**config.mk**
```make
export PLATFORM = sky130hd
export DESIGN_NAME = hazard_ctrl_flat
export DESIGN_NICKNAME = d
export VERILOG_FILES = /design/src/rtl/hazard_pkg.sv /design/src/rtl/hazard_ctrl_if.sv /design/src/rtl/sat_counter.sv /design/src/rtl/hazard_ctrl.sv /design/src/flat_wrapper.sv
export SDC_FILE = /design/constraint.sdc
export NUM_CORES = 1
export LEC_CHECK = 0
export CAP_MARGIN = 20
export CORE_MARGIN = 2
export CORE_UTILIZATION = 57
export CTS_CLUSTER_SIZE = 25
export DETAILED_ROUTE_END_ITERATION = 10
export DONT_BUFFER_PORTS = 1
export PLACE_DENSITY = 0.8
export SLEW_MARGIN = 20
export SYNTH_ARGS = -nofsm -noshare
export SYNTH_HDL_FRONTEND = slang
export SYNTH_HIERARCHICAL = 1
export SYNTH_SLANG_ARGS = --single-unit
```
**constraint.sdc**
```tcl
create_clock -name clk -period 3.3 [get_ports clk]
set_clock_uncertainty 0.05 [all_clocks]
set_input_delay 0.66 -clock clk [delete_from_list [all_inputs] [get_ports clk]]
set_output_delay 0.66 -clock clk [all_outputs]
set_load 0.01 [all_outputs]
```
**src/rtl/hazard_pkg.sv**
```systemverilog
`default_nettype none
// +----------------------------------------------------------------------+
// | hazard_pkg : shared types and constants for the hazard controller    |
// | rev 1.0                                                              |
// +----------------------------------------------------------------------+
package hazard_pkg;

  typedef enum logic [1:0] {
    RUN   = 2'd0,
    STALL = 2'd1,
    HOLD  = 2'd2
  } state_e;

  localparam logic [4:0] REG_X0        = 5'd0;
  localparam int         CNT_W_DEFAULT = 32;

  // True when an IF/ID source operand actually reads the given destination.
  function automatic logic src_hit(input logic used, input logic [4:0] rs, input logic [4:0] rd);
    return used && (rs == rd);
  endfunction

endpackage
`default_nettype wire

```
**src/rtl/hazard_ctrl_if.sv**
```systemverilog
`default_nettype none
// +----------------------------------------------------------------------+
// | hazard_ctrl_if : pipeline-register taps and stall/flush controls     |
// | rev 1.0                                                              |
// +----------------------------------------------------------------------+
interface hazard_ctrl_if #(
  parameter int CNT_W = hazard_pkg::CNT_W_DEFAULT
) ();

  logic [4:0]       rs1_IR1;
  logic [4:0]       rs2_IR1;
  logic             rs1_used_IR1;
  logic             rs2_used_IR1;
  logic             MemRead_IR2;
  logic [4:0]       instb_IR2;
  logic             branch_taken_IR3;

  logic             PC_Write;
  logic             IR1_Write;
  logic             ctrl_bubble;
  logic             flush_IR1;
  logic             flush_IR2;
  logic             flush_IR3;
  logic [CNT_W-1:0] stall_count;
  logic [CNT_W-1:0] flush_count;

  modport master (
    output rs1_IR1, rs2_IR1, rs1_used_IR1, rs2_used_IR1,
    output MemRead_IR2, instb_IR2, branch_taken_IR3,
    input  PC_Write, IR1_Write, ctrl_bubble,
    input  flush_IR1, flush_IR2, flush_IR3,
    input  stall_count, flush_count
  );

  modport slave (
    input  rs1_IR1, rs2_IR1, rs1_used_IR1, rs2_used_IR1,
    input  MemRead_IR2, instb_IR2, branch_taken_IR3,
    output PC_Write, IR1_Write, ctrl_bubble,
    output flush_IR1, flush_IR2, flush_IR3,
    output stall_count, flush_count
  );

endinterface
`default_nettype wire

```
**src/rtl/sat_counter.sv**
```systemverilog
`default_nettype none
// +----------------------------------------------------------------------+
// | sat_counter : event counter that sticks at all-ones                  |
// | rev 1.0                                                              |
// +----------------------------------------------------------------------+
module sat_counter #(
  parameter int W = 32
) (
  input  wire logic         clk,
  input  wire logic         clear,
  input  wire logic         inc,
  output logic      [W-1:0] count
);

  logic [W-1:0] count_q;
  logic [W-1:0] count_d;

  always_comb begin
    count_d = count_q;
    if (clear) begin
      count_d = '0;
    end else if (inc && (count_q != {W{1'b1}})) begin
      count_d = count_q + {{(W-1){1'b0}}, 1'b1};
    end
  end

  always_ff @(posedge clk) begin
    count_q <= count_d;
  end

  assign count = count_q;

endmodule
`default_nettype wire

```
**src/rtl/hazard_ctrl.sv**
```systemverilog
`default_nettype none
// +----------------------------------------------------------------------+
// | hazard_ctrl : load-use stall and taken-branch flush sequencing       |
// | rev 1.0                                                              |
// +----------------------------------------------------------------------+
module hazard_ctrl
  import hazard_pkg::*;
#(
  parameter int CNT_W      = CNT_W_DEFAULT,
  parameter int FLUSH_HOLD = 1
) (
  input  wire logic  clk,
  input  wire logic  reset,
  hazard_ctrl_if.slave hz
);

  localparam logic [1:0] HOLD_LOAD = 2'(FLUSH_HOLD);

  state_e     state_q, state_d;
  logic [1:0] hold_q, hold_d;

  logic load_use;
  logic pc_write, ir1_write, ctrl_bubble;
  logic flush_ir1, flush_ir2, flush_ir3;
  logic stall_inc, flush_inc;
  logic [CNT_W-1:0] stall_count, flush_count;

  assign load_use = hz.MemRead_IR2 && (hz.instb_IR2 != REG_X0) &&
                    (src_hit(hz.rs1_used_IR1, hz.rs1_IR1, hz.instb_IR2) ||
                     src_hit(hz.rs2_used_IR1, hz.rs2_IR1, hz.instb_IR2));

  always_comb begin
    state_d     = state_q;
    hold_d      = hold_q;
    pc_write    = 1'b1;
    ir1_write   = 1'b1;
    ctrl_bubble = 1'b0;
    flush_ir1   = 1'b0;
    flush_ir2   = 1'b0;
    flush_ir3   = 1'b0;
    stall_inc   = 1'b0;
    flush_inc   = 1'b0;

    if (reset) begin
      // Hold the pipeline empty until reset releases.
      pc_write    = 1'b0;
      ir1_write   = 1'b0;
      ctrl_bubble = 1'b1;
      flush_ir1   = 1'b1;
      flush_ir2   = 1'b1;
      flush_ir3   = 1'b1;
    end else if (hz.branch_taken_IR3) begin
      flush_ir1 = 1'b1;
      flush_ir2 = 1'b1;
      flush_ir3 = 1'b1;
      flush_inc = 1'b1;
      if (FLUSH_HOLD > 0) begin
        state_d = HOLD;
        hold_d  = HOLD_LOAD;
      end else begin
        state_d = RUN;
        hold_d  = 2'd0;
      end
    end else begin
      case (state_q)
        RUN: begin
          if (load_use) begin
            pc_write    = 1'b0;
            ir1_write   = 1'b0;
            ctrl_bubble = 1'b1;
            stall_inc   = 1'b1;
            state_d     = STALL;
          end
        end
        // The load has moved on; IR2 may still show it, so never re-stall here.
        STALL: state_d = RUN;
        HOLD: begin
          if (hold_q <= 2'd1) begin
            state_d = RUN;
            hold_d  = 2'd0;
          end else begin
            hold_d = hold_q - 2'd1;
          end
        end
        default: begin
          state_d = RUN;
          hold_d  = 2'd0;
        end
      endcase
    end
  end

  always_ff @(posedge clk) begin
    if (reset) begin
      state_q <= RUN;
      hold_q  <= 2'd0;
    end else begin
      state_q <= state_d;
      hold_q  <= hold_d;
    end
  end

  sat_counter #(.W(CNT_W)) u_stall_cnt (
    .clk   (clk),
    .clear (reset),
    .inc   (stall_inc),
    .count (stall_count)
  );

  sat_counter #(.W(CNT_W)) u_flush_cnt (
    .clk   (clk),
    .clear (reset),
    .inc   (flush_inc),
    .count (flush_count)
  );

  assign hz.PC_Write    = pc_write;
  assign hz.IR1_Write   = ir1_write;
  assign hz.ctrl_bubble = ctrl_bubble;
  assign hz.flush_IR1   = flush_ir1;
  assign hz.flush_IR2   = flush_ir2;
  assign hz.flush_IR3   = flush_ir3;
  assign hz.stall_count = stall_count;
  assign hz.flush_count = flush_count;

endmodule
`default_nettype wire

```
**src/flat_wrapper.sv**
```systemverilog
// flat-port wrapper written by rule: the top's interface ports become plain ports
module hazard_ctrl_flat import hazard_pkg::*;
#(
  parameter int CNT_W      = CNT_W_DEFAULT,
  parameter int FLUSH_HOLD = 1
)
  (clk, reset, hz_rs1_IR1, hz_rs2_IR1, hz_rs1_used_IR1, hz_rs2_used_IR1, hz_MemRead_IR2, hz_instb_IR2, hz_branch_taken_IR3, hz_PC_Write, hz_IR1_Write, hz_ctrl_bubble, hz_flush_IR1, hz_flush_IR2, hz_flush_IR3, hz_stall_count, hz_flush_count);
  hazard_ctrl_if #(.CNT_W(CNT_W)) hz_i ();
  input  wire logic clk;
  input  wire logic reset;
  input wire logic [$bits(hz_i.rs1_IR1)-1:0] hz_rs1_IR1;
  input wire logic [$bits(hz_i.rs2_IR1)-1:0] hz_rs2_IR1;
  input wire logic [$bits(hz_i.rs1_used_IR1)-1:0] hz_rs1_used_IR1;
  input wire logic [$bits(hz_i.rs2_used_IR1)-1:0] hz_rs2_used_IR1;
  input wire logic [$bits(hz_i.MemRead_IR2)-1:0] hz_MemRead_IR2;
  input wire logic [$bits(hz_i.instb_IR2)-1:0] hz_instb_IR2;
  input wire logic [$bits(hz_i.branch_taken_IR3)-1:0] hz_branch_taken_IR3;
  output wire logic [$bits(hz_i.PC_Write)-1:0] hz_PC_Write;
  output wire logic [$bits(hz_i.IR1_Write)-1:0] hz_IR1_Write;
  output wire logic [$bits(hz_i.ctrl_bubble)-1:0] hz_ctrl_bubble;
  output wire logic [$bits(hz_i.flush_IR1)-1:0] hz_flush_IR1;
  output wire logic [$bits(hz_i.flush_IR2)-1:0] hz_flush_IR2;
  output wire logic [$bits(hz_i.flush_IR3)-1:0] hz_flush_IR3;
  output wire logic [$bits(hz_i.stall_count)-1:0] hz_stall_count;
  output wire logic [$bits(hz_i.flush_count)-1:0] hz_flush_count;
  assign hz_i.rs1_IR1 = hz_rs1_IR1;
  assign hz_i.rs2_IR1 = hz_rs2_IR1;
  assign hz_i.rs1_used_IR1 = hz_rs1_used_IR1;
  assign hz_i.rs2_used_IR1 = hz_rs2_used_IR1;
  assign hz_i.MemRead_IR2 = hz_MemRead_IR2;
  assign hz_i.instb_IR2 = hz_instb_IR2;
  assign hz_i.branch_taken_IR3 = hz_branch_taken_IR3;
  assign hz_PC_Write = hz_i.PC_Write;
  assign hz_IR1_Write = hz_i.IR1_Write;
  assign hz_ctrl_bubble = hz_i.ctrl_bubble;
  assign hz_flush_IR1 = hz_i.flush_IR1;
  assign hz_flush_IR2 = hz_i.flush_IR2;
  assign hz_flush_IR3 = hz_i.flush_IR3;
  assign hz_stall_count = hz_i.stall_count;
  assign hz_flush_count = hz_i.flush_count;
  hazard_ctrl #(.CNT_W(CNT_W), .FLUSH_HOLD(FLUSH_HOLD)) u_core (.clk(clk), .reset(reset), .hz(hz_i));
endmodule
```
Word level (Yosys, flattened, before mapping)

Index checks and enable logic that the tools add are counted.

Register bits after elaboration: 68
Input port bits: 21

Add/sub/neg operators: 3
$lt $le $gt $ge: 1
Equal/unequal tests: 11
Mux-type cells: 19
Reductions and logical operators: 13

Operators with widths:

| cell                                                                             | number |
|---|---|
| 32-bit by 1-bit adder with 32-bit output, second input constant                  | 2 |
| 32-bit inequality test, second input constant                                    | 2 |
| 1-bit 2-to-1 mux                                                                 | 13 |
| 5-bit == test                                                                    | 2 |
| 2-bit 2-to-1 mux                                                                 | 4 |
| 2-bit one-hot mux with 2 select lines                                            | 2 |
| 1-bit logical AND                                                                | 6 |
| 2-bit by 1-bit inequality test with 1-bit output, second input constant          | 3 |
| 3-bit by 2-bit inequality test with 1-bit output, second input constant          | 2 |
| 5-bit nonzero test                                                               | 1 |
| 2-bit AND reduction                                                              | 2 |
| 2-bit OR reduction                                                               | 2 |
| 2-bit by 1-bit == test with 1-bit output, second input constant                  | 1 |
| 2-bit == test, second input constant                                             | 1 |
| 2-bit by 1-bit less-or-equal comparator with 1-bit output, second input constant | 1 |
| 2-bit zero test                                                                  | 1 |
| 2-bit by 1-bit subtractor with 2-bit output, second input constant               | 1 |
| 1-bit logical OR                                                                 | 1 |

Longest topological paths before layout

Gate-level depths: netlist of run 1.

Depth in word-level cells: 9
Depth in mapped cells: 9
Gate-level depth less buffers: 9

Hierarchy

Netlist of run 1, hierarchy kept.

Modules (own cells, without submodules):

| module      | times used | cells an instance | area each (µm²) | sequential area each (µm²) |
|---|---|---|---|---|
| sat_counter | 2          | 199               | 1674.1          | 640.6 |
| hazard_ctrl | 1          | 41                | 341.6           | 80.1 |

Least setup slack after synthesis of run 1

No wires, ideal clock.

Path type: input to register
Start point: input port hz_branch_taken_IR3
End point: register u_core.u_stall_cnt.count_q[31] (netlist: u_core/u_stall_cnt/count[31])
Arrival time: 3.156 ns
Data required time: 3.129 ns
Slack: -0.027 ns
Cell stages on the path: 8
Buffers on the path: 0
Cells stage by stage: nor4b_1 > o21ai_4 > nor3_1 > nand4_1 > nor4_2 > nand4_1 > nor4_1 > mux2_2

Word-level cells in the longest chain between the ends: 3

Ends and longest elaborated chain:

| what                       | line               | text |
|---|---|---|
| from (decl)                | flat_wrapper.sv:17 | `input wire logic [$bits(hz_i.branch_taken_IR3)-1:0] hz_branch_taken_IR3;` |
| 1-bit 2-to-1 mux           | hazard_ctrl.sv:52  | `end else if (hz.branch_taken_IR3) begin` |
| 1-bit 2-to-1 mux           | hazard_ctrl.sv:44  | `if (reset) begin` |
| named net u_core.stall_inc | hazard_ctrl.sv:25  | `logic stall_inc, flush_inc;` |
| 1-bit logical AND          | sat_counter.sv:22  | `end else if (inc && (count_q != {W{1'b1}})) begin` |
| to (signal assigned)       | sat_counter.sv:28  | `count_q <= count_d;` |
| to (decl)                  | sat_counter.sv:15  | `logic [W-1:0] count_q;` |

The timed path passes the listed nets, and every way through them passes these cells.
A chain may end at the register's enable or synchronous reset.

Worst setup path after layout of run 1

Start point: register u_core.state_q[1]
End point: register u_core.u_stall_cnt.count_q[31] (netlist: u_core/u_stall_cnt/count[31])

Word-level cells in the longest chain between the ends: 5

Ends and longest elaborated chain:

| what                       | line              | text |
|---|---|---|
| from (decl)                | hazard_ctrl.sv:19 | `state_e state_q, state_d;` |
| from (signal assigned)     | hazard_ctrl.sv:98 | `state_q <= state_d;` |
| 2-bit zero test            | hazard_ctrl.sv:65 | `case (state_q)` |
| 1-bit 2-to-1 mux           | hazard_ctrl.sv:65 |  |
| 1-bit 2-to-1 mux           | hazard_ctrl.sv:52 |  |
| 1-bit 2-to-1 mux           | hazard_ctrl.sv:44 |  |
| named net u_core.stall_inc | hazard_ctrl.sv:25 |  |
| 1-bit logical AND          | sat_counter.sv:22 |  |

The timed path passes the listed nets, and every way through them passes these cells.

==> results of run 1 <==
[cells in the mapped netlist, types with 4 or more instances]
cell	n	area, µm²
a2111oi_0	4	35.0
a21oi_1	45	225
and3_1	6	37.5
and4_1	8	70.1
buf_2	6	30.0
clkbuf_1	16	60.1
dfxtp_1	68	1360
inv_1	6	22.5
nand2_1	22	82.6
nand3_1	26	130
nand4_1	20	125
nor2_1	32	120
nor2b_1	4	25.0
nor3_1	6	30.0
nor3b_1	4	30.0
nor4_1	10	62.6
o21ai_0	17	85.1
o31ai_1	24	180
or3_1	20	125
or4_1	24	180
xnor2_1	14	123
xor2_1	10	87.6
[worst min-delay path by stage]
stage / start / to / slack [ns] / cells after the start
after global routing: reset / u_core/u_stall_cnt/count[12]$_SDFFE_PP0P_ / 0.31 / 1
after CTS: reset / u_core/u_stall_cnt/count[17]$_SDFFE_PP0P_ / 0.32 / 1
after detailed placement: u_core/hold_q[1]$_SDFFE_PP0P_ / u_core/hold_q[1]$_SDFFE_PP0P_ / 0.37 / 2
final: reset / u_core/hold_q[0]$_SDFFE_PP0P_ / 0.34 / 1
after floorplan: u_core/hold_q[1]$_SDFFE_PP0P_ / u_core/hold_q[1]$_SDFFE_PP0P_ / 0.36 / 2
after global placement: u_core/hold_q[1]$_SDFFE_PP0P_ / u_core/hold_q[1]$_SDFFE_PP0P_ / 0.37 / 2
[power breakdown]
| part | internal, W | switching [W] | total [W] |
|---|---|---|---|
| clock | 0.000271 | 0.000316 | 0.000587 |
| sequential | 0.000823 | 0.00000477 | 0.000828 |
| combinational | 0.0000165 | 0.0000158 | 0.0000323 |
[through the flow]
step / cell area [µm²] / total power [W] / utilization / cells
after floorplan: 3690 / 0.000887 / - / 439
after global placement: 3770 / 0.000878 / 0.598 / 502
after detailed placement: 3770 / 0.000880 / 0.598 / 502
after CTS: 3940 / 0.00147 / 0.624 / 518
after global routing: 3940 / 0.00150 / 0.624 / 518
final: 3940 / 0.00145 / 0.624 / 518
[layout make-up]
type / count / area [µm²]
inverter: 6 / 22.5
sequential: 68 / 1360
tap: 77 / 96.3
fill: 552 / 2370
clock buffer: 10 / 128
timing repair buffer: 11 / 82.6
multi-input combinational: 340 / 2210
clock inverter: 6 / 41.3
[critical path: stages, from the launching register on]
cell and delay (ns):
dfxtp_1 0.34, nor4b_1 0.50, o21ai_4 0.13, nor3_2 0.21, nand4_1 0.20, nor4_2 0.37
nand4_1 0.14, nor4_1 0.31, mux2_2 0.38
[sequential cells by signal, summed over array words and instances (netlist names)]
name	cells
u_core/state_q	2
u_core/u_flush_cnt/count	32
u_core/hold_q	2
u_core/u_stall_cnt/count	32
[logic make-up (layout without fill, tap and decap cells)]
logic type	Yosys count	in the layout	share of synthesized area
adders and majority gates	2	2	0.00678
AOI/OAI and AO/OA	105	105	0.187
muxes	6	6	0.0176
DFF	68	68	0.369
xor gates and xnor gates	24	24	0.0570
and+or+nand+nor	203	203	0.326
buffers and inverters	31	33	0.0366
[placed cells by master, fill, tap and decap left out, drive strengths merged, types with 2 or more instances in the layout]
cell and n:
or3b 2, a211oi 3, and2 3, nand4 20, and3 8, a31o 2
o41ai 2, nor2b 4, or3 22, o31ai 24, and4 8, mux2i 2
clkinv 3, inv 6, buf 11, a21oi 45, nor2 32, a31oi 2
clkbuf 10, or2 3, nand3 28, nor4 12, or4 25, nand2b 3
a2111oi 4, a21o 2, xnor2 14, mux2 4, nor3 6, ha 2
o21ai 18, dfxtp 68, nand2 22, xor2 10, nor3b 4, clkinvlp 3
[metal layers]
| metal | vias up | track usage |
|---|---|---|
| met4 | 0 | 0.0895 |
| met5 | - | 0 |
| met1 | 1597 | 0.311 |
| met3 | 12 | 0.0649 |
| met2 | 121 | 0.346 |
| li1 | 1672 | - |
==> summary.md, run 1 <==
| Metric | Value |
|---|---|
| Outcome | `completed` |
| RSZ-0062 raised after global routing | `no` |
| Final setup TNS | `0 ns` |
| Final setup viols | `0` |
| Gate count after technology mapping | `roughly 440` |
| Pre-CTS WS | `between 0.2 and 0.3 ns` |
| Critical path startpoint | `u_core/state_q[1]$_SDFFE_PP0P_` |
| Clock Tree Root | `clkbuf_8` |
| Antenna cells | `0` |
| Vias in the first global route | `2919` |
| GRT Residual Overflow | `0` |
| Reg2Reg Setup Slack | `0.54 ns` |
| Initial Utilization | `0.584` |
| Vias/cell | `roughly 6.6` |
| DR WL/cell | `between 15 and 20 µm` |
| Clock sink count | `68` |
| Clock-pin slew on the worst setup and hold paths | `0.07 ns` |
| I/O pins | `91` |
| Critical path type | `flop to flop` |
| Area grow syn2layout | `6.85%` |
| Top_reg_cell synth | `dfxtp_1` |
| FF-to-FF path depth | `8` |
| CTS max path bufs | `2` |
| Fin worst setup slack | `approximately 0.54 ns` |
| PortBufs | `0` |
| CTS Buf Count | `9` |
| Global placer's final weighted congestion | `between 0.8 and 0.9` |
| Req. time, crit path | `3.47 ns` |
| Layout cells sized above 1 | `0.107` |
| Via count | `between 3000 and 4000` |
| CORE AREA | `6310 µm²` |
| Worst slew pin tran | `0.813 ns` |
| WL final | `8420 µm` |
| Top Metal Used | `met4` |
| Critical path launch point type | `flop` |
| Crit-path max FO | `4` |
| First-pass GRT wire length | `13700 µm` |
| CTS resizes | `0` |
| Static Leak | `1.12 nW` |
| Final net count | `between 400 and 500` |
| Seq/Total Area, Yosys | `0.369` |
| DRC violations left | `0` |
| Post-DP HPWL | `5950 µm` |
| Post-CTS Hold Buffers | `0` |
| CTS tree | `yes` |
| Syn Nets | `around 460` |
| Synthesized cell area | `~3700 µm²` |
| Ys Warns | `6` |
| CP Capture Point | `u_core/u_stall_cnt/count[31]$_SDFFE_PP0P_` |
| Rel. slew slack | `0.454` |
| Hold_ws | `roughly 0.34 ns` |
| Violation count after the first detailed-route iteration | `360` |
| FMAX | `363 MHz` |
| Later-pin clock latency in the skew report | `0.34 ns` |
| Initial antenna violation count | `0` |
| Die area | `7130 µm²` |
| Worst R2R Start | `u_core/state_q[1]$_SDFFE_PP0P_` |
| Die Span X | `84.5 µm` |
| PD cells | `about 370 nW/µm²` |
| Post-CTS setup buffer count | `0` |
| Post-synth EDFFs | `0` |
| Routed wl met2 | `between 3000 and 4000 µm` |
| Max cap viols | `0` |
| Fraction of registers with async set/reset | `0` |
| Mean Syn Cell Area | `8.40 µm²` |
| Max Slew Vio Count | `0` |
| Met3 wire len | `between 600 and 700 µm` |
| Max rail drop VDD | `0.268 mV` |
| Fin crit period | `roughly 2.8 ns` |
| Synth cell types | `48` |
| Largest net degree at the start of global routing | `79` |
| Period utilization | `0.835` |
| Die Y-Extent | `around 84 µm` |
| Worst min-delay path class | `input port to flop` |
| Worst r2r dst | `u_core/u_stall_cnt/count[31]$_SDFFE_PP0P_` |
| First-pass iteration count of the detailed router | `5` |
| DRT antenna net count | `0` |
| Worst Path Arrival | `2.93 ns` |
| WL met1 | `3850 µm` |
| All-Layer GR Usage | `0.229` |
| Final Hold Viols | `0` |
| Worst setup EP type | `flop` |
| # rows | `29` |
| Seq cells post-synth | `68` |
| H-Tree Level Count | `3` |
Power figures use the tool's default switching activity.
==> run 2: changes to the inputs <==
- clock period: 3.3 -> 2.4 ns (I/O delays scaled with it)
==> run 2 against run 1 <==
  * Register-to-register slack got worse by 0.59 ns
  * Sequential power increased by 38%
  * Final area increased by 15%
  * Utilization increased by 9.1 points
  * Critical path depth increased by 1
  * Setup slack got worse by 0.59 ns
  * Non-clock buffer count increased by 58
  * Combinational power increased by 63%
  * The run now ends with negative setup slack left
  * Flip-flop and latch count unchanged
  * Clock power increased by 77%
==> summary.md, run 2 (synthesized netlist as in run 1, its figures left out) <==
| Metric | Value |
|---|---|
| Vias/cell | `6.45` |
| Worst slew pin tran | `0.667 ns` |
| DR WL/cell | `17.4 µm` |
| Final Hold Viols | `0` |
| Fin worst setup slack | `-0.0496 ns` |
| First-pass iteration count of the detailed router | `5` |
| Post-CTS Hold Buffers | `0` |
| Final Util | `0.715` |
| First-pass GRT wire length | `~17000 µm` |
| Most frequent cells in the layout | `68 x buf_4, 67 x dfxtp_1, 44 x a21oi_1` |
| Rel. slew slack | `0.552` |
| Reg2Reg Setup Slack | `-0.05 ns` |
| Final net count | `517` |
| Critical path launch point type | `flop` |
| Later-pin clock latency in the skew report | `roughly 0.35 ns` |
| Die Y-Extent | `84.5 µm` |
| Layout cells sized above 1 | `0.232` |
| PortBufs | `0` |
| PD cells | `493 nW/µm²` |
| CTS max path bufs | `2` |
| Worst r2r dst | `u_core/u_stall_cnt/count[27]$_SDFFE_PP0P_` |
| Period utilization | `1.02` |
| FMAX | `408 MHz` |
| Worst Path Arrival | `2.67 ns` |
| Vias in the first global route | `3581` |
| Leading cell type in the layout, fill and taps excluded | `buf_4` |
| Violated checks | `negative setup slack` |
| FF-to-FF path depth | `9` |
| Critical path type | `flop to flop` |
| CTS Buf Count | `9` |
| Antenna cells | `0` |
| GRT Residual Overflow | `0` |
| Clock Tree Root | `clkbuf_8` |
| RSZ-0062 raised after global routing | `yes` |
| Outcome | `finished with violations` |
| Finished Layout Cells | `around 580` |
| DRC violations left | `0` |
| Max rail drop VDD | `0.443 mV` |
| Hold path depth | `1` |
| Worst Hold End | `u_core/hold_q[0]$_SDFFE_PP0P_` |
| Worst R2R Start | `u_core/state_q[1]$_SDFFE_PP0P_` |
| Violation count after the first detailed-route iteration | `roughly 230` |
| Final setup viols | `2` |
| Via count | `around 3700` |
| Fin crit period | `2.45 ns` |
| I/O pins | `91` |
| Initial antenna violation count | `0` |
| WL final | `10000 µm` |
| # rows | `29` |
| NetSw | `about 0.00046 W` |
| CTS tree | `yes` |
| Largest net degree at the start of global routing | `79` |
| H-Tree Level Count | `3` |
| Final setup TNS | `-0.0689 ns` |
| Die Span X | `roughly 84 µm` |
| Combinational power share | `0.024` |
| All-Layer GR Usage | `0.284` |
| Initial Utilization | `0.584` |
| Area grow syn2layout | `22.4%` |
| Fill cells | `a little under 500` |
| Worst min-delay path class | `input port to flop` |
| CORE AREA | `6310 µm²` |
| Pint | `0.00177 W` |
| Clock-pin slew on the worst setup and hold paths | `0.07 ns` |
| Max cap viols | `0` |
| Max Slew Vio Count | `0` |
| Sequential Power Share | `0.511` |
| Placed cells | `~560` |
| Clk pwr share | `0.466` |
| Static Leak | `1.50 nW` |
| Worst setup EP type | `flop` |
| Post-DP HPWL | `6950 µm` |
| Die area | `7130 µm²` |
| Hold path startpoint | `reset` |
| Global placer's final weighted congestion | `approximately 0.86` |
| Crit-path max FO | `5` |
| Req. time, crit path | `between 2 and 3 ns` |
| Sw frac | `0.207` |
| Clock sink count | `68` |
| DRT antenna net count | `0` |
run 2: cell count changes in the layout (fill, tap and decap cells not counted), sizes merged:
cell,previous run,this run
buf,11,69
clkinvlp,3,0
bufinv,0,2
clkbuf,10,11
run 2: worst max path at each step:
| stage | slack (ns) | endpoint | cells past startpoint | start |
|---|---|---|---|---|
| final | -0.05 | u_core/u_stall_cnt/count[27]$_SDFFE_PP0P_ | 9 | u_core/state_q[1]$_SDFFE_PP0P_ |
| after global routing | -0.20 | u_core/u_stall_cnt/count[27]$_SDFFE_PP0P_ | 9 | u_core/state_q[1]$_SDFFE_PP0P_ |
| after CTS | -0.004 | u_core/u_stall_cnt/count[29]$_SDFFE_PP0P_ | 9 | u_core/state_q[1]$_SDFFE_PP0P_ |
| after detailed placement | -0.28 | u_core/u_stall_cnt/count[29]$_SDFFE_PP0P_ | 10 | hz_instb_IR2[3] |
| after global placement | -0.17 | u_core/u_stall_cnt/count[29]$_SDFFE_PP0P_ | 10 | hz_instb_IR2[3] |
| after floorplan | -0.44 | u_core/u_stall_cnt/count[31]$_SDFFE_PP0P_ | 9 | hz_instb_IR2[3] |
run 2: layout make-up:
| cell class | instances | area [µm²] | share of cell area |
|---|---|---|---|
| clock buffer | 11 | 141 | 0.0313 |
| clock inverter | 5 | 75.1 | 0.0166 |
| inverter | 6 | 22.5 | 0.00499 |
| multi-input combinational | 340 | 2290 | 0.508 |
| sequential | 68 | 1370 | 0.302 |
| tap | 77 | 96.3 | 0.0213 |
| timing repair buffer | 69 | 522 | 0.116 |
run 2: what timing repair did:
item                                    4_1_cts  5_1_grt
gates resized for setup                       2       10
pin swaps                                     1        4
setup buffers                                 0        1
endpoints found under the setup margin        4       13
run 2: worst max-delay path: stages (launching register included):
cell	delay (ns)
dfxtp_4	0.35
nor4b_4	0.32
o21ai_4	0.10
nor3_2	0.21
nand4_1	0.24
nor4_4	0.22
buf_4	0.19
nand3_1	0.09
or4_1	0.44
a21oi_1	0.18
run 2: per-stage QoR:
step           instance area [µm²]  hold slack [ns]  setup slack, ns  total power [W]
2_1_floorplan                 3730            0.360           -0.437          0.00122
3_3_place_gp                  4230            0.369           -0.175          0.00121
3_5_place_dp                  4230            0.381           -0.277          0.00121
4_1_cts                       4460            0.132         -0.00429          0.00224
5_1_grt                       4520            0.136           -0.201          0.00230
6_report                      4520            0.157          -0.0496          0.00223
run 2: per-layer routing:
| layer | GRT usage | part of all wire | vias up |
|---|---|---|---|
| li1 | - | - | 1787 |
| met1 | 0.343 | 0.41 | 1759 |
| met2 | 0.472 | 0.50 | 152 |
| met3 | 0.0767 | 0.080 | 16 |
| met4 | 0.130 | 0.017 | 0 |
| met5 | 0 | 0 | - |
run 2: power by group through the flow:
| stage | combinational [W] | clock (W) | sequential [W] |
|---|---|---|---|
| final | 0.0000527 | 0.00104 | 0.00114 |
| after global routing | 0.0000586 | 0.00111 | 0.00114 |
| after CTS | 0.0000511 | 0.00105 | 0.00114 |
| after detailed placement | 0.0000496 | 0 | 0.00116 |
| after global placement | 0.0000470 | 0 | 0.00116 |
| after floorplan | 0.0000573 | 0 | 0.00116 |
==> run 3: changes to the inputs <==
- CORE_UTILIZATION: 57 -> 61
- PLACE_DENSITY: 0.8 -> 0.82
- SYNTH_HIERARCHICAL: 1 -> not set
- clock period: 2.4 -> 3 ns (I/O delays scaled with it)
==> run 3 against run 2 <==
  * The flow now finishes without violations
  * Setup slack better by 0.35 ns
  * Power is 26% lower
  * Area after synthesis is 4.6% lower
  * Synthesized cell count is 4.3% lower
  * Final area is 17% lower
  * Critical path type unchanged
==> summary.md, run 3 <==
| Metric | Value |
|---|---|
| Outcome | `completed` |
| Layout cells sized above 1 | `0.107` |
| Syn Nets | `443` |
| Placed cells | `484` |
| Worst Hold End | `u_core.u_flush_cnt.count[7]$_SDFFE_PP0P_` |
| RSZ-0062 raised after global routing | `no` |
| Initial Utilization | `0.635` |
| Clock sink count | `68` |
| Crit-path max FO | `26` |
| Max rail drop VDD | `roughly 0.28 mV` |
| Post-CTS Hold Buffers | `0` |
| PD cells | `about 440 nW/µm²` |
| Clock Tree Root | `clkbuf_8` |
| Static Leak | `1.21 nW` |
| Hold path startpoint | `reset` |
| Antenna cells | `0` |
| Multiplexer share of the synthesized area | `0.00640` |
| Area grow syn2layout | `7.07%` |
| DR WL/cell | `16.4 µm` |
| Seq cells post-synth | `68` |
| Top_reg_cell synth | `dfxtp_1` |
| Largest net degree at the start of global routing | `74` |
| Die Span X | `roughly 80 µm` |
| Post-CTS setup buffer count | `0` |
| CTS tree | `yes` |
| Synth top area share | `0.387` |
| Fill cells | `450` |
| Fin worst setup slack | `0.298 ns` |
| Worst setup EP type | `flop` |
| Max Slew Vio Count | `0` |
| Final setup TNS | `0 ns` |
| Final instance area | `3770 µm²` |
| Rel. slew slack | `0.336` |
| Via count | `between 3000 and 4000` |
| All-Layer GR Usage | `0.260` |
| Max cap viols | `0` |
| Reg2Reg Setup Slack | `0.30 ns` |
| Finished Layout Cells | `500` |
| Seq/Total Area, Yosys | `0.387` |
| Die area | `roughly 6400 µm²` |
| Post-DP Area | `around 3600 µm²` |
| Post-Synth Simple-Gate Area | `0.323` |
| Worst R2R Start | `u_core.u_stall_cnt.count[14]$_SDFFE_PP0P_` |
| Top post-synthesis cells by count | `68 x dfxtp_1, 44 x nor2_1, 30 x nand3_1` |
| Mean Syn Cell Area | `8.38 µm²` |
| Final net count | `around 450` |
| Count leader, synth | `dfxtp_1` |
| Post-Synth Adder-Cell Area | `0.00711` |
| Initial antenna violation count | `0` |
| Post-synth EDFFs | `0` |
| Die Y-Extent | `between 70 and 80 µm` |
| DRT antenna net count | `0` |
| Clock-pin slew on the worst setup and hold paths | `0.07 ns` |
| FF-to-FF path depth | `5` |
| H-Tree Level Count | `3` |
| Req. time, crit path | `3.17 ns` |
| Leading cell type in the layout, fill and taps excluded | `dfxtp_1` |
| Critical path launch point type | `flop` |
| Worst slew pin tran | `0.984 ns` |
| Pre-CTS WS | `0.294 ns` |
| Ys Warns | `0` |
| First-pass GRT wire length | `13200 µm` |
| CTS Buf Count | `9` |
| Period utilization | `0.901` |
| GRT Residual Overflow | `0` |
| PortBufs | `0` |
| Post-Synth XOR/XNOR Area | `0.102` |
| Worst Path Arrival | `2.87 ns` |
| First-pass iteration count of the detailed router | `4` |
| I/O pins | `91` |
| Violation count after the first detailed-route iteration | `114` |
| Synthesized cell area | `3520 µm²` |
| CTS max path bufs | `2` |
| Vias in the first global route | `about 3000` |
| FMAX | `370 MHz` |
| Post-DP HPWL | `5800 µm` |
| Critical path type | `flop to flop` |
| Hold path depth | `1` |
| Global placer's final weighted congestion | `0.865` |
| Worst r2r dst | `u_core.u_stall_cnt.count[14]$_SDFFE_PP0P_` |
| Final Hold Viols | `0` |
| Fin crit period | `approximately 2.7 ns` |
| Area leader, netlist | `dfxtp_1` |
| Fraction of registers with async set/reset | `0` |
| Compound-gate portion of the synthesized area | `0.134` |
| CTS resizes | `0` |
| WL final | `8180 µm` |
| Final setup viols | `0` |
| Worst min-delay path class | `input port to flop` |
| Top cells by area, synth | `dfxtp_1 39%, xor2_1 6.0%, nor2_1 4.7%` |
| # rows | `27` |
| Most frequent cells in the layout | `68 x dfxtp_1, 44 x nor2_1, 30 x nand3_1` |
| Synth cell types | `51` |
| Vias/cell | `6.17` |
| Gate count after technology mapping | `420` |
| DRC violations left | `0` |
| Largest family of logic cells by synthesized area | `simple AND/OR/NAND/NOR gates` |
| Later-pin clock latency in the skew report | `0.34 ns` |
| CORE AREA | `~5500 µm²` |
## run 3: cells by family after synthesis
logic type | Yosys count
fa+ha+maj | 2
xor+xnor | 41
flops | 68
mux | 2
buf+inv | 26
compound gates | 73
simple gates | 208
## run 3: stage by stage
stage / util / total power (W) / hold slack, ns
after floorplan: - / 0.000987 / 0.419
after global placement: 0.648 / 0.000979 / 0.424
after detailed placement: 0.648 / 0.000981 / 0.423
after CTS: 0.680 / 0.00165 / 0.265
after global routing: 0.680 / 0.00170 / 0.264
final: 0.680 / 0.00164 / 0.282
## run 3: per-layer routing
layer | vias up | track usage | part of all wire | routed length [µm]
li1 | 1526 | - | - | -
met1 | 1446 | 0.279 | 0.39 | 3160
met2 | 102 | 0.460 | 0.53 | 4310
met3 | 13 | 0.0781 | 0.071 | 579
met4 | 0 | 0.127 | 0.015 | 125
met5 | - | 0 | 0 | 0
## run 3: layout make-up
type	instances	area (µm²)	area share
inverters	7	26.3	0.00697
repair buffers	11	95.1	0.0252
clock buffers	12	155	0.0412
clock inverters	4	23.8	0.00631
flip-flops and latches	68	1360	0.361
well taps	72	90.1	0.0239
multi-input cells	326	2020	0.535
## run 3: worst max-delay path by stage
stage	startpoint	to	slack [ns]	depth (start not counted)
after floorplan	hz_instb_IR2[0]	hz_PC_Write	0.32	5
after global placement	hz_instb_IR2[0]	hz_PC_Write	0.33	5
after detailed placement	hz_instb_IR2[0]	hz_PC_Write	0.29	5
after CTS	hz_instb_IR2[0]	hz_PC_Write	0.30	5
after global routing	u_core.u_stall_cnt.count[8]$_SDFFE_PP0P_	u_core.u_stall_cnt.count[14]$_SDFFE_PP0P_	0.12	5
final	u_core.u_stall_cnt.count[14]$_SDFFE_PP0P_	u_core.u_stall_cnt.count[14]$_SDFFE_PP0P_	0.30	5
## run 3: worst max-delay path, stage by stage, from the launching register on
cell and delay (ns):
dfxtp_1 0.48, nand3_2 0.16, or4_4 0.59, o311ai_4 0.83, nor3_1 0.17, mux2_2 0.31
## run 3: report_power, final
part           internal [W]  total (W)  switching [W]
registers          0.000906   0.000912     0.00000523
logic             0.0000233  0.0000482      0.0000249
clock network      0.000343   0.000681       0.000338
